**config.mk**
```make
export PLATFORM = sky130hd
export DESIGN_NAME = alu_rr_arbiter_flat
export DESIGN_NICKNAME = d
export VERILOG_FILES = /design/src/rtl/alu_rr_arbiter_if.sv /design/src/rtl/alu_rr_arbiter.sv /design/src/flat_wrapper.sv
export SDC_FILE = /design/constraint.sdc
export NUM_CORES = 1
export LEC_CHECK = 0
export BUFFER_PORTS_ARGS = -buffer_cell sky130_fd_sc_hd__buf_4
export CAP_MARGIN = 20
export CORE_AREA = 2 2 162 164
export DETAILED_ROUTE_END_ITERATION = 8
export DIE_AREA = 0 0 164 166
export PLACE_DENSITY_LB_ADDON = 0.12
export SYNTH_ARGS = -nofsm -noshare
export SYNTH_HDL_FRONTEND = slang
export SYNTH_SLANG_ARGS = --single-unit
```
**constraint.sdc**
```tcl
create_clock -name clk -period 2.7 [get_ports clk]
set_clock_uncertainty 0.1 [all_clocks]
set_input_delay 0.135 -clock clk [delete_from_list [all_inputs] [get_ports clk]]
set_output_delay 0.135 -clock clk [all_outputs]
set_load 0.01 [all_outputs]
```
**src/rtl/alu_rr_arbiter_if.sv**
```systemverilog
// ---------------------------------------------------------------------------
// alu_rr_arbiter_if
//   Bundles every bus of the ALU arbiter: the NREQ request channels, the
//   ALU drive/return wires and the single tagged response channel.
//   Clock and reset are not part of the bundle.
//
//   slave  : the arbiter's view (consumes requests and ALU results, drives
//            grants, ALU inputs and the response)
//   master : the environment's view (requesters, response consumer, ALU)
// ---------------------------------------------------------------------------
interface alu_rr_arbiter_if #(
   parameter int NREQ = 4,
   parameter int IDW  = 2
);
   // request side, requester i at [32*i+:32] / [3*i+:3]
   logic [NREQ-1:0]    req_valid;
   logic [NREQ-1:0]    req_ready;
   logic [NREQ*32-1:0] req_a;
   logic [NREQ*32-1:0] req_b;
   logic [NREQ*3-1:0]  req_op;

   // ALU side
   logic [31:0]        alu_a;
   logic [31:0]        alu_b;
   logic [2:0]         alu_sel;
   logic [31:0]        alu_out;
   logic               alu_carry;
   logic               alu_ovf;

   // response side
   logic               rsp_valid;
   logic               rsp_ready;
   logic [IDW-1:0]     rsp_id;
   logic [31:0]        rsp_result;
   logic [3:0]         rsp_flags;   // {zero, neg, carry, ovf}
   logic               rsp_err;

   modport slave (
      input  req_valid, req_a, req_b, req_op,
      input  alu_out, alu_carry, alu_ovf,
      input  rsp_ready,
      output req_ready,
      output alu_a, alu_b, alu_sel,
      output rsp_valid, rsp_id, rsp_result, rsp_flags, rsp_err
   );

   modport master (
      output req_valid, req_a, req_b, req_op,
      output alu_out, alu_carry, alu_ovf,
      output rsp_ready,
      input  req_ready,
      input  alu_a, alu_b, alu_sel,
      input  rsp_valid, rsp_id, rsp_result, rsp_flags, rsp_err
   );
endinterface

```
**src/rtl/alu_rr_arbiter.sv**
```systemverilog
// ---------------------------------------------------------------------------
// alu_rr_arbiter
//   Shares one combinational 32-bit ALU (ADD/SUB/OR/AND/SLT) between NREQ
//   requesters. A round-robin pick accepts one request, its operands are
//   registered onto the ALU inputs for one cycle, the result and flags are
//   captured, and they are returned on a single tagged response channel.
//
//   Ports
//     clk  : clock, all state changes on the rising edge
//     rst  : synchronous active-high reset
//     bus  : alu_rr_arbiter_if.slave
//              req_valid/req_ready/req_a/req_b/req_op  request channels
//              alu_a/alu_b/alu_sel -> ALU, alu_out/alu_carry/alu_ovf <- ALU
//              rsp_valid/rsp_ready/rsp_id/rsp_result/rsp_flags/rsp_err
//
//   Op codes: 0 ADD, 1 SUB, 2 OR, 3 AND, 4 SLT (signed); 5..7 illegal.
//   Timing: accept edge -> rsp_valid two cycles later; one op per three
//   cycles at best. IDW must equal clog2(NREQ).
// ---------------------------------------------------------------------------
module alu_rr_arbiter #(
   parameter int NREQ = 4,
   parameter int IDW  = 2
) (
   input  logic            clk,
   input  logic            rst,
   alu_rr_arbiter_if.slave bus
);
   typedef enum logic [1:0] {
      S_IDLE = 2'd0,
      S_EXEC = 2'd1,
      S_RESP = 2'd2
   } state_t;

   localparam logic [IDW:0] NREQ_W = (IDW+1)'(NREQ);

   state_t          state_q, state_d;
   logic [IDW-1:0]  ptr_q, ptr_d;
   logic [31:0]     op_a_q, op_a_d;
   logic [31:0]     op_b_q, op_b_d;
   logic [2:0]      op_sel_q, op_sel_d;
   logic [IDW-1:0]  op_id_q, op_id_d;
   logic [31:0]     rsp_result_q, rsp_result_d;
   logic [3:0]      rsp_flags_q, rsp_flags_d;
   logic            rsp_err_q, rsp_err_d;

   logic [31:0]     req_a_arr  [NREQ];
   logic [31:0]     req_b_arr  [NREQ];
   logic [2:0]      req_op_arr [NREQ];
   logic [IDW-1:0]  cand_idx   [NREQ];
   logic [NREQ-1:0] cand_valid;

   logic            grant_found;
   logic [IDW-1:0]  grant_id;
   logic [NREQ-1:0] grant_onehot;
   logic [NREQ-1:0] req_ready_d;
   logic [IDW:0]    id_inc;
   logic            op_legal;
   logic            op_arith;

   // Per-requester unpacking, plus the round-robin candidate list:
   // candidate k is requester (ptr + k) mod NREQ, so candidate 0 is the
   // highest-priority slot. The explicit wrap keeps indices >= NREQ out of
   // the scan when NREQ is not a power of two.
   genvar gi;
   generate
      for (gi = 0; gi < NREQ; gi++) begin : g_req
         logic [IDW:0] slot_sum;

         assign req_a_arr[gi]  = bus.req_a[32*gi +: 32];
         assign req_b_arr[gi]  = bus.req_b[32*gi +: 32];
         assign req_op_arr[gi] = bus.req_op[3*gi +: 3];

         assign slot_sum       = {1'b0, ptr_q} + (IDW+1)'(gi);
         assign cand_idx[gi]   = (slot_sum >= NREQ_W) ? IDW'(slot_sum - NREQ_W)
                                                      : slot_sum[IDW-1:0];
         assign cand_valid[gi] = |(bus.req_valid & (NREQ'(1) << cand_idx[gi]));
      end
   endgenerate

   // First valid candidate wins.
   always_comb begin
      grant_found = 1'b0;
      grant_id    = '0;
      for (int k = 0; k < NREQ; k++) begin
         if (!grant_found && cand_valid[k]) begin
            grant_found = 1'b1;
            grant_id    = cand_idx[k];
         end
      end
   end

   assign grant_onehot = NREQ'(1) << grant_id;
   assign op_legal     = (op_sel_q <= 3'd4);
   // Carry and overflow mean something only for ADD and SUB.
   assign op_arith     = (op_sel_q <= 3'd1);
   assign id_inc       = {1'b0, op_id_q} + (IDW+1)'(1);

   always_comb begin
      state_d      = state_q;
      ptr_d        = ptr_q;
      op_a_d       = op_a_q;
      op_b_d       = op_b_q;
      op_sel_d     = op_sel_q;
      op_id_d      = op_id_q;
      rsp_result_d = rsp_result_q;
      rsp_flags_d  = rsp_flags_q;
      rsp_err_d    = rsp_err_q;
      req_ready_d  = '0;

      case (state_q)
         S_IDLE: begin
            if (grant_found) begin
               req_ready_d = grant_onehot;
               op_a_d      = req_a_arr[grant_id];
               op_b_d      = req_b_arr[grant_id];
               op_sel_d    = req_op_arr[grant_id];
               op_id_d     = grant_id;
               state_d     = S_EXEC;
            end
         end

         S_EXEC: begin
            // The ALU is still driven with an illegal code for this cycle;
            // whatever it returns is discarded.
            if (op_legal) begin
               rsp_result_d = bus.alu_out;
               rsp_flags_d  = {bus.alu_out == 32'd0,
                               bus.alu_out[31],
                               bus.alu_carry & op_arith,
                               bus.alu_ovf & op_arith};
               rsp_err_d    = 1'b0;
            end else begin
               rsp_result_d = '0;
               rsp_flags_d  = '0;
               rsp_err_d    = 1'b1;
            end
            state_d = S_RESP;
         end

         S_RESP: begin
            // The requester just served drops to lowest priority.
            if (bus.rsp_ready) begin
               ptr_d   = (id_inc >= NREQ_W) ? '0 : id_inc[IDW-1:0];
               state_d = S_IDLE;
            end
         end

         default: begin
            state_d = S_IDLE;
         end
      endcase
   end

   always_ff @(posedge clk) begin
      if (rst) begin
         state_q      <= S_IDLE;
         ptr_q        <= '0;
         op_a_q       <= '0;
         op_b_q       <= '0;
         op_sel_q     <= '0;
         op_id_q      <= '0;
         rsp_result_q <= '0;
         rsp_flags_q  <= '0;
         rsp_err_q    <= 1'b0;
      end else begin
         state_q      <= state_d;
         ptr_q        <= ptr_d;
         op_a_q       <= op_a_d;
         op_b_q       <= op_b_d;
         op_sel_q     <= op_sel_d;
         op_id_q      <= op_id_d;
         rsp_result_q <= rsp_result_d;
         rsp_flags_q  <= rsp_flags_d;
         rsp_err_q    <= rsp_err_d;
      end
   end

   // A grant is never shown while reset is held, even though the state
   // register only clears at the next edge.
   assign bus.req_ready  = rst ? '0 : req_ready_d;
   assign bus.alu_a      = op_a_q;
   assign bus.alu_b      = op_b_q;
   assign bus.alu_sel    = op_sel_q;
   assign bus.rsp_valid  = (state_q == S_RESP);
   assign bus.rsp_id     = op_id_q;
   assign bus.rsp_result = rsp_result_q;
   assign bus.rsp_flags  = rsp_flags_q;
   assign bus.rsp_err    = rsp_err_q;

endmodule

```
**src/flat_wrapper.sv**
```systemverilog
// flat-port wrapper written by rule: the top's interface ports become plain ports
module alu_rr_arbiter_flat 
#(
   parameter int NREQ = 4,
   parameter int IDW  = 2
)
  (clk, rst, bus_req_valid, bus_req_a, bus_req_b, bus_req_op, bus_alu_out, bus_alu_carry, bus_alu_ovf, bus_rsp_ready, bus_req_ready, bus_alu_a, bus_alu_b, bus_alu_sel, bus_rsp_valid, bus_rsp_id, bus_rsp_result, bus_rsp_flags, bus_rsp_err);
  alu_rr_arbiter_if #(.NREQ(NREQ), .IDW(IDW)) bus_i ();
  input  logic clk;
  input  logic rst;
  input wire logic [$bits(bus_i.req_valid)-1:0] bus_req_valid;
  input wire logic [$bits(bus_i.req_a)-1:0] bus_req_a;
  input wire logic [$bits(bus_i.req_b)-1:0] bus_req_b;
  input wire logic [$bits(bus_i.req_op)-1:0] bus_req_op;
  input wire logic [$bits(bus_i.alu_out)-1:0] bus_alu_out;
  input wire logic [$bits(bus_i.alu_carry)-1:0] bus_alu_carry;
  input wire logic [$bits(bus_i.alu_ovf)-1:0] bus_alu_ovf;
  input wire logic [$bits(bus_i.rsp_ready)-1:0] bus_rsp_ready;
  output wire logic [$bits(bus_i.req_ready)-1:0] bus_req_ready;
  output wire logic [$bits(bus_i.alu_a)-1:0] bus_alu_a;
  output wire logic [$bits(bus_i.alu_b)-1:0] bus_alu_b;
  output wire logic [$bits(bus_i.alu_sel)-1:0] bus_alu_sel;
  output wire logic [$bits(bus_i.rsp_valid)-1:0] bus_rsp_valid;
  output wire logic [$bits(bus_i.rsp_id)-1:0] bus_rsp_id;
  output wire logic [$bits(bus_i.rsp_result)-1:0] bus_rsp_result;
  output wire logic [$bits(bus_i.rsp_flags)-1:0] bus_rsp_flags;
  output wire logic [$bits(bus_i.rsp_err)-1:0] bus_rsp_err;
  assign bus_i.req_valid = bus_req_valid;
  assign bus_i.req_a = bus_req_a;
  assign bus_i.req_b = bus_req_b;
  assign bus_i.req_op = bus_req_op;
  assign bus_i.alu_out = bus_alu_out;
  assign bus_i.alu_carry = bus_alu_carry;
  assign bus_i.alu_ovf = bus_alu_ovf;
  assign bus_i.rsp_ready = bus_rsp_ready;
  assign bus_req_ready = bus_i.req_ready;
  assign bus_alu_a = bus_i.alu_a;
  assign bus_alu_b = bus_i.alu_b;
  assign bus_alu_sel = bus_i.alu_sel;
  assign bus_rsp_valid = bus_i.rsp_valid;
  assign bus_rsp_id = bus_i.rsp_id;
  assign bus_rsp_result = bus_i.rsp_result;
  assign bus_rsp_flags = bus_i.rsp_flags;
  assign bus_rsp_err = bus_i.rsp_err;
  alu_rr_arbiter #(.NREQ(NREQ), .IDW(IDW)) u_core (.clk(clk), .rst(rst), .bus(bus_i));
endmodule
```
## Word level (Yosys, flattened, before mapping)

Cells that the tools add are included.
W data, S select, Z words.

| storage, ports and cells | value |
|---|---|
| word-level logic and storage cells | 87 |
| output and inout bits | 111 |
| input port bits | 309 |
| flip-flop bits (word level) | 110 |

| operators by class | value |
|---|---|
| order comparisons | 8 |
| bitwise logic cells | 7 |
| reductions and logical operators | 15 |
| eq/ne operators | 4 |
| shift-type cells | 5 |
| mux-type cells | 31 |
| $add $sub $neg | 8 |

Operator list:

| cell | count |
|---|---|
| $mux W32 | 5 |
| $bmux W32 S2 | 2 |
| $logic_not A32 Y1 | 1 |
| $mux W2 | 11 |
| $shl A1 B2 Y4 const A | 5 |
| $and A4 B4 Y4 | 4 |
| $mux W4 | 4 |
| $reduce_or A4 Y1 | 4 |
| $ge A3 B3 Y1 const B | 5 |
| $sub A2 B1 Y2 const B | 4 |
| $add A2 B1 Y3 const B | 2 |
| $add A2 B2 Y3 const B | 2 |
| $bmux W3 S2 | 1 |
| $mux W3 | 2 |
| $pmux W2 S3 | 1 |
| $reduce_and A2 Y1 | 3 |
| $mux W1 | 5 |
| $ge A2 B3 Y1 const B | 1 |
| $le A3 B1 Y1 const B | 1 |
| $le A3 B3 Y1 const B | 1 |
| $logic_and A1 B1 Y1 | 3 |
| $logic_not A1 Y1 | 3 |
| $not A2 Y3 | 1 |
| $and A1 B1 Y1 | 2 |
| 5 further kinds | 5 |

## Longest topological paths before layout

Gate-level depths: netlist of run 1.

| depth | value |
|---|---|
| depth in word-level cells | 19 |
| depth in mapped cells | 13 |

## Worst setup path before layout of run 1

Ideal clock, no wire load.

| timing | value |
|---|---|
| path kind | register -> register |
| from | register u_core.ptr_q[0] |
| to | register u_core.op_a_q[19] (netlist: u_core.bus.alu_a[19]) |
| data arrival time | 2707 ps |
| slack | -241 ps |
| cell stages (with the launch flop) | 14 |
| setup time | 134 ps |
| path buffers | 5 |
| clock period less this slack | 2941 ps |
| cells stage by stage | dfxtp_1 clkbuf_1 inv_1 clkbuf_1 ha_1 a22o_1 or2_4 buf_6 o21a_4 o211a_1 clkbuf_1 buf_2 a32oi_1 o211ai_1 |

| between the ends | value |
|---|---|
| longest elaborated chain between the ends | 19 |
| elaborated cells between the ends (all ways) | 46 |

RTL lines:

| what | line | RTL |
|---|---|---|
| start, declared | alu_rr_arbiter.sv:37 | `logic [IDW-1:0] ptr_q, ptr_d;` |
| start signal, assigned | alu_rr_arbiter.sv:167 | `ptr_q <= ptr_d;` |
| parallel branches: the longest is 19 deep, another holds $add A2 B1 Y3 | n/a |  |
| end signal, assigned | alu_rr_arbiter.sv:168 | `op_a_q <= op_a_d;` |
| end, declared | alu_rr_arbiter.sv:38 | `logic [31:0] op_a_q, op_a_d;` |

Several ways; the timed one is not identified. The select of a mux whose other input is x is not followed.
A chain may end at the register's enable or synchronous reset.

## Worst setup path after layout of run 1

| timing | value |
|---|---|
| from | register u_core.ptr_q[1] |
| to | register u_core.op_a_q[30] (netlist: u_core.bus.alu_a[30]) |

The elaborated chain is that of the path after synthesis.

==> results by stage, run 1 <==
Run status:
- The flow ran to the end, but the final reports show violations.
- The checks that failed: negative setup slack.

Power:
- In this run the static leakage power is 6.05 nW.
- The maximum VDD drop is 0.000288 V.
- The total power per unit cell area is 474 mW/mm².
- The total design power is 6.80 mW.

Detailed routing:
- The via count normalized by instance count is 5.47.
- The final layout contains routed wiring with a total length of 39.5 mm.
- The post-route DRC violation count is 0.
- The detailed router finished its first iteration with 907 violations.
- The remaining antenna violation count is 0.
- The routed length per instance is 21.2 µm.
- The via total after detailed routing is 10.2k.
- The pre-antenna-repair detailed-routing pass consisted of 5 iterations.

Synth:
- The main flop type after synthesis is sky130_fd_sc_hd__dfxtp_1.
- The count of flip-flops with a built-in enable after synthesis is 0.
- The number of warnings printed during yosys synthesis is 0.
- The cell area that synthesis handed to floorplanning was 0.00724 mm².
- After synthesis, the mean cell area works out to 7.99 µm².
- The flop and latch count out of synthesis is 109.
- The number of distinct library cells after synthesis is 45.
- The number of nets produced by synthesis is 1,220.
- The proportion of register bits with asynchronous set or reset after synthesis is 0%.
- The number of instances in the synthesized netlist is 906.
- The post-synthesis sequential area ratio is 30.1%.

Die:
- The floorplan step set the die width to 164 µm.
- The core region is 0.0256 mm².
- The number of ports placed on the die boundary is 420.
- After floorplanning, the core was divided into 59 placement rows.
- Once the floorplan was initialized, standard cells occupied 28.3% of the core.
- The die span in y is 166 µm.
- The die outline area is 0.0272 mm².

Critical path:
- The critical path goes through inv_4, ha_4, buf_6, a22oi_2, a21oi_2, a31o_1, buf_6, a221oi_4, buf_6, buf_12, o21ai_1, buf_4, a32o_1.
- The cell count along the critical path is 13.
- The endpoint of the worst register-to-register path is u_core.bus.alu_a[30].
- The worst path buffer plus inverter count is 6.
- Of all nets on the critical path, the largest fanout is 6.
- At the worst endpoint, the required time is 2.86 ns.
- The endpoint of the worst setup timing path is u_core.bus.alu_a[30].
- STA classifies the critical path startpoint as a flop.
- The critical path capture point type is a flop.
- The most frequent cell on the critical path is sky130_fd_sc_hd__buf_6.
- The worst setup path is of the reg2reg kind.
- In this design, the stage delay of the slowest critical-path cell is 0.39 ns.
- For this design, the slowest cell found on the critical path is sky130_fd_sc_hd__dfxtp_4.
- The setup slack of the most critical reg-to-reg path is -0.05 ns.
- The data arrival at the endpoint of the critical path is 2.90 ns.
- The startpoint of the most critical setup path is u_core.ptr_q[1].
- The cell family contributing the most delay on the critical path is compound AO/OA/AOI/OAI gates.
- In this run the critical register-to-register path is launched from u_core.ptr_q[1].
- The worst reg2reg path depth is 13.

Placed design:
- The total placed cells including tap cells is 1,640.
- The placed instances occupy a cell area of 0.0113 mm².
- The congestion estimate from routability-driven global placement came to 0.858.
- Input and output buffers added on the ports amount to 419.
- Summed over all nets, the half-perimeter wirelength after detailed placement is 25.6 mm.

Final layout:
- In the layout the commonest cells are sky130_fd_sc_hd__buf_4, sky130_fd_sc_hd__dlygate4sd3_1, sky130_fd_sc_hd__dfxtp_1.
- The leading cell type in the layout, fill and taps excluded is sky130_fd_sc_hd__buf_4.
- The total of fill cells in the finished design is 2,278.
- The final layout net count is 1,835.
- The fraction of layout cells with a size suffix above 1 is 43.3%.
- The number of non-filler instances in the completed layout is 1,862.
- Compared with the post-synthesis result, the final layout area differs by 98.2%.
- The final design area excluding fillers is 0.0143 mm².

STA:
- In the final timing run, aggregate negative setup slack is -0.300 ns.
- Setup repair after global routing could not meet its margin everywhere.
- Counting I/O delays and the setup requirement, the final critical path takes 2.75 ns.
- Derived from the worst setup path, the maximum achievable clock frequency is 364 MHz.
- The transition time of the tightest slew-check pin is 0.543 ns.
- The final number of setup-violating endpoints is 21.
- The post-route worst setup slack is -0.0480 ns.
- Measured against its own limit, the worst slew margin works out to 63.8%.
- The final count of hold timing violations came to 0.
- Of the available clock period, the critical path in the final layout requires 102%.
- The final-report max-slew violation count came to 0.
- The worst hold-check slack is 0.00520 ns.

GRT:
- The residual overflow from global routing is 0.
- The global-route wire length before repair is 57.3 mm.
- Entering global routing, the biggest net connects 101 pins.
- The number of global-route vias before repair is 10.3k.
- In the global route stage, overall resource usage came out at 26.8%.
- The number of antenna violations at the first check in global routing is 1.

Hold path:
- The worst hold path was traced through 3 stages.
- The class of the tightest hold or removal check is in2reg.

Clocking:
- The clock insertion delay at the later pin of the skew report is 0.36 ns.
- CTS built an H-tree with a depth of 3.
- The clock-pin transition on the worst setup and hold timing paths is 0.08 ns.
- CTS placed an instance of sky130_fd_sc_hd__clkbuf_16 at the clock tree root.
- The clock passes through at most 2 buffers.
- The CTS buffer count is 9.
- The clock drives 109 sinks.
- The clock tree from TritonCTS is built.

Run:
- The max capacitance violation total is 0.
metal layers:
metal  GRT usage [%]  part of all wire [%]
met5               0                     0
met4            9.88                   3.4
met2            45.0                    48
met3            6.27                   8.8
met1            33.2                    39
power by group:
group / switching (mW) / leakage (nW) / internal [mW]
registers: 0.192 / 0.899 / 1.86
clock network: 0.708 / 0.154 / 0.786
logic: 1.54 / 5.00 / 1.71
cells by family (layout without fill, tap and decap cells):
group | Yosys count | in the layout | share of synthesized area [%]
and+or+nand+nor | 272 | 272 | 19.0
AOI/OAI and AO/OA | 367 | 367 | 36.9
DFF | 109 | 109 | 30.1
other | 0 | 1 | 0
adders and majority gates | 5 | 5 | 0.864
muxes | 44 | 44 | 6.10
buffers and inverters | 109 | 729 | 6.97
worst reg2reg max path, cell delays in order (launching register included):
cell and delay [ns]:
sky130_fd_sc_hd__dfxtp_4 0.39, sky130_fd_sc_hd__inv_4 0.06, sky130_fd_sc_hd__ha_4 0.18, sky130_fd_sc_hd__buf_6 0.11
sky130_fd_sc_hd__a22oi_2 0.18, sky130_fd_sc_hd__a21oi_2 0.10, sky130_fd_sc_hd__a31o_1 0.26, sky130_fd_sc_hd__buf_6 0.13
sky130_fd_sc_hd__a221oi_4 0.35, sky130_fd_sc_hd__buf_6 0.18, sky130_fd_sc_hd__buf_12 0.14, sky130_fd_sc_hd__o21ai_1 0.09
sky130_fd_sc_hd__buf_4 0.14, sky130_fd_sc_hd__a32o_1 0.24
state kept, by name, indices dropped and copies added (netlist names):
register and cells:
u_core.bus.alu_a 32, u_core.bus.alu_b 32, u_core.bus.rsp_id 2, u_core.bus.rsp_err 1
u_core.state_q 2, u_core.bus.alu_sel 3, u_core.bus.rsp_flags 4, u_core.bus.rsp_result 31
u_core.ptr_q 2
through the flow:
stage,util (%),setup WS (ns)
2_1_floorplan,-,0.0140
3_3_place_gp,44.1,-0.108
3_5_place_dp,44.1,-0.176
4_1_cts,53.0,0.00327
5_1_grt,56.0,-0.135
6_report,56.0,-0.0480
synth_stat cells, drive strengths merged (4+ instances only):
| library cell | count | area share (%) |
|---|---|---|
| or3 | 50 | 4.3 |
| o32ai | 48 | 6.8 |
| nor2 | 96 | 5.0 |
| o21ai | 98 | 6.8 |
| mux2i | 43 | 5.9 |
| a21oi | 55 | 3.8 |
| buf | 35 | 3.1 |
| nand2 | 12 | 0.62 |
| a32oi | 42 | 5.1 |
| nand3 | 43 | 3.0 |
| nor4 | 8 | 0.69 |
| nand2b | 51 | 4.4 |
| clkbuf | 72 | 3.8 |
| dfxtp | 109 | 30 |
| o211ai | 42 | 4.4 |
| a22o | 4 | 0.48 |
| a32o | 24 | 3.3 |
| ha | 5 | 0.86 |
| a22oi | 42 | 4.4 |
how the worst min path moves through the flow:
stage,start,endpoint,slack [ns]
final,bus_req_b[4],u_core.bus.alu_b[4],0.005
after global routing,bus_req_a[27],u_core.bus.alu_a[27],-0.009
after CTS,bus_req_b[35],u_core.bus.alu_b[3],0.0004
after detailed placement,bus_req_a[88],u_core.bus.alu_a[24],0.28
after global placement,bus_req_a[88],u_core.bus.alu_a[24],0.27
after floorplan,bus_alu_ovf,u_core.bus.rsp_flags[0],0.18
cell type report:
cell class	instances	area (µm²)	area share (%)
Multi-Input combinational cell	688	5170	36.1
Sequential cell	109	2190	15.3
Tap cell	335	419	2.92
Antenna cell	1	2.50	0.0174
Clock buffer	11	253	1.76
Inverter	2	12.5	0.0872
Clock inverter	5	66.3	0.462
Timing Repair Buffer	711	6230	43.4
repair_timing:
item,CTS,global route
pin swaps,9,43
setup buffers,9,13
gates resized for setup,21,110
cloned,2,6
setup endpoints to repair,70,62
hold endpoints to repair,78,0
hold buffers,176,0
Power figures use the tool's default switching activity.
==> run 2, diff against run 1 <==
--- a/config.mk
+++ b/config.mk
@@ -11,6 +11,7 @@
 export DETAILED_ROUTE_END_ITERATION = 8
 export DIE_AREA = 0 0 164 166
 export PLACE_DENSITY_LB_ADDON = 0.12
+export SKIP_CTS_REPAIR_TIMING = 1
 export SYNTH_ARGS = -nofsm -noshare
 export SYNTH_HDL_FRONTEND = slang
 export SYNTH_SLANG_ARGS = --single-unit
==> results by stage, run 2 (synthesized netlist as in run 1, its figures left out) <==
Run status:
- The run finished, with violations left.
- The checks that failed: negative hold slack, negative setup slack.

Detailed routing:
- The routed length per instance is 21.2 µm.
- The remaining antenna violation count is 0.
- The post-route DRC violation count is 0.
- The post-detailed-routing wire length is 38.8 mm.
- The detailed router finished its first iteration with 813 violations.
- The final route contains 9,960 vias.
- The detailed-router iteration count before antenna repair is 5.
- Dividing the detail-routed via count by the number of cells gives 5.44.

Die:
- The core area is 0.0256 mm².
- From left edge to right edge, the die measures 164 µm.
- The effective utilization at floorplan is 28.3%.
- In this run the count of I/O pins placed on the die edge is 420.
- The die outline area is 0.0272 mm².
- The die is 166 µm tall.
- The number of placement rows is 59.

Clocking:
- The clock tree from TritonCTS is built.
- The CTS buffer count is 9.
- At the later pin of the worst-skew pair, clock insertion delay measures 0.36 ns.
- The clock-pin transition on the worst setup and hold timing paths is 0.09 ns.
- The longest clock path from root to sink contains 2 buffers.
- The level count of the clock H-tree is 3.
- The clock net in this run drives a total of 109 sinks.
- CTS placed an instance of sky130_fd_sc_hd__clkbuf_16 at the clock tree root.

Final layout:
- The final layout net count is 1,805.
- In the final layout, the share of cells above drive strength 1 is 42.7%.
- The library cells used most frequently in the layout, excluding fill and tap cells, are sky130_fd_sc_hd__buf_4, sky130_fd_sc_hd__dlygate4sd3_1, sky130_fd_sc_hd__dfxtp_1.
- Fill cells in the final layout number 2,317.
- The area added between synthesis and finish is 91.9%.
- The leading cell type in the layout, fill and taps excluded is sky130_fd_sc_hd__buf_4.
- For this run, the share of the core covered by cells in the final layout is 54.2%.
- The total inserted antenna cells is 0.
- The final design area excluding fillers is 0.0139 mm².

GRT:
- The global routing usage summed across all routing layers is 24.0%.
- The number of global-route vias before repair is 8,814.
- The pin count of the biggest net entering global routing is 101.
- Summed over all layers, the global routing overflow is 0.
- The first global-routing pass estimated 51.3 mm of wire.
- The number of antenna violations at the first check in global routing is 0.

Critical path:
- The worst flop-to-flop path startpoint is u_core.ptr_q[0].
- The data arrival at the endpoint of the critical path is 2.56 ns.
- The setup slack of the most critical reg-to-reg path is -0.09 ns.
- The worst reg2reg path depth is 12.
- In this run the critical register-to-register path is captured at u_core.bus.alu_a[30].
- The maximum fanout count along the critical path is 6.
- STA classifies the critical path startpoint as a flop.
- The category of the critical setup timing path is reg2out.
- The critical path capture point type is a primary output.
- For the worst setup path, the data required time is 2.47 ns.

STA:
- The shortest period the worst path allows is 2.79 ns.
- The post-route fraction of the period consumed by the critical path is 103%.
- Setup repair after global routing could not meet its margin everywhere.
- Timing would allow up to 358 MHz.
- The final-report max-slew violation count is 0.
- Setup slack on the critical path of the routed design comes to -0.0935 ns.
- The final count of hold timing violations is 8.
- The transition time of the tightest slew-check pin is 0.633 ns.
- The final number of setup-violating endpoints is 13.
- The worst max-slew margin expressed relative to the limit is 57.8%.
- The worst hold-check slack is -0.0189 ns.

Power:
- Power comes to 6.71 mW.
- The total power per unit cell area is 483 mW/mm².
- The analysis attributes to cell leakage a power of 5.76 nW.
- The maximum VDD drop is 0.000274 V.

Hold path:
- For hold timing, the worst endpoint is u_core.bus.alu_a[24].
- The class of the tightest hold or removal check is in2reg.
- Along the worst hold path, the cell count comes to 3.
- The launch point of the worst hold path is bus_req_a[56].

Placed design:
- Routability-driven placement finished with a final weighted congestion of 0.858.
- The sum of net half-perimeters after detailed placement is 25.6 mm.
- The count of port buffers added during placement is 419.
- The total placed instance area is 0.0113 mm².

Run:
- Across the run, the number of max-cap violations was 0.
[run 2: changes by cell type in the layout (fill, tap and decap cells not counted), sizes merged]
cell         delta
inv             -1
diode           -1
buf             -1
bufbuf          -2
dlygate4sd3    -27
clkinvlp        +1
[run 2: worst max-delay path, cell delays in order, from the launching register on]
cell and delay (ns):
sky130_fd_sc_hd__dfxtp_4 0.39, sky130_fd_sc_hd__clkinvlp_4 0.14, sky130_fd_sc_hd__ha_4 0.21, sky130_fd_sc_hd__a22o_4 0.27, sky130_fd_sc_hd__or2_4 0.26, sky130_fd_sc_hd__o21a_4 0.23, sky130_fd_sc_hd__o21ai_4 0.20, sky130_fd_sc_hd__buf_12 0.16
sky130_fd_sc_hd__nand2b_4 0.16, sky130_fd_sc_hd__nor2_2 0.04, sky130_fd_sc_hd__buf_4 0.13
[run 2: report_power, final]
part | leakage (nW) | total (mW) | switching (mW) | internal [mW]
logic | 4.71 | 3.16 | 1.51 | 1.66
clock network | 0.154 | 1.50 | 0.715 | 0.786
registers | 0.899 | 2.05 | 0.188 | 1.86
[run 2: worst max-delay path by stage]
stage / start / to / slack [ns] / cells after the start
4_1_cts: u_core.ptr_q[0] / bus_req_ready[3] / -0.43 / 7
3_5_place_dp: u_core.ptr_q[1] / u_core.bus.alu_a[30] / -0.18 / 12
3_3_place_gp: u_core.ptr_q[1] / u_core.bus.alu_a[30] / -0.11 / 12
2_1_floorplan: u_core.ptr_q[0] / u_core.bus.alu_a[19] / 0.01 / 13
6_report: u_core.ptr_q[0] / bus_req_ready[3] / -0.09 / 10
5_1_grt: u_core.ptr_q[0] / u_core.bus.alu_b[17] / -0.21 / 14
[run 2: layer usage]
metal  global-route usage (%)  vias to the layer above  part of all wire, %
met5                        0                        -                    0
met3                     4.77                       79                  7.4
met2                     40.2                      490                   49
met1                     32.0                     4704                   41
met4                     5.07                        0                  2.3
li1                         -                     4687                    -
[run 2: final cells by class]
| cell class | instances | area (µm²) | share of cell area, % |
|---|---|---|---|
| clock inverters | 5 | 66.3 | 0.477 |
| inverters | 2 | 11.3 | 0.0811 |
| clock buffers | 11 | 253 | 1.82 |
| flip-flops and latches | 109 | 2190 | 15.7 |
| well taps | 335 | 419 | 3.02 |
| multi-input cells | 688 | 5050 | 36.4 |
| repair buffers | 681 | 5900 | 42.5 |
[run 2: stage by stage]
step                      setup slack, ns  cells  TNS [ns]
after floorplan                    0.0140    906         0
after global placement             -0.108   1640    -0.548
after detailed placement           -0.176   1640     -2.41
after CTS                          -0.427   1656     -4.82
after global routing               -0.206   1831     -5.57
final                             -0.0935   1831    -0.612
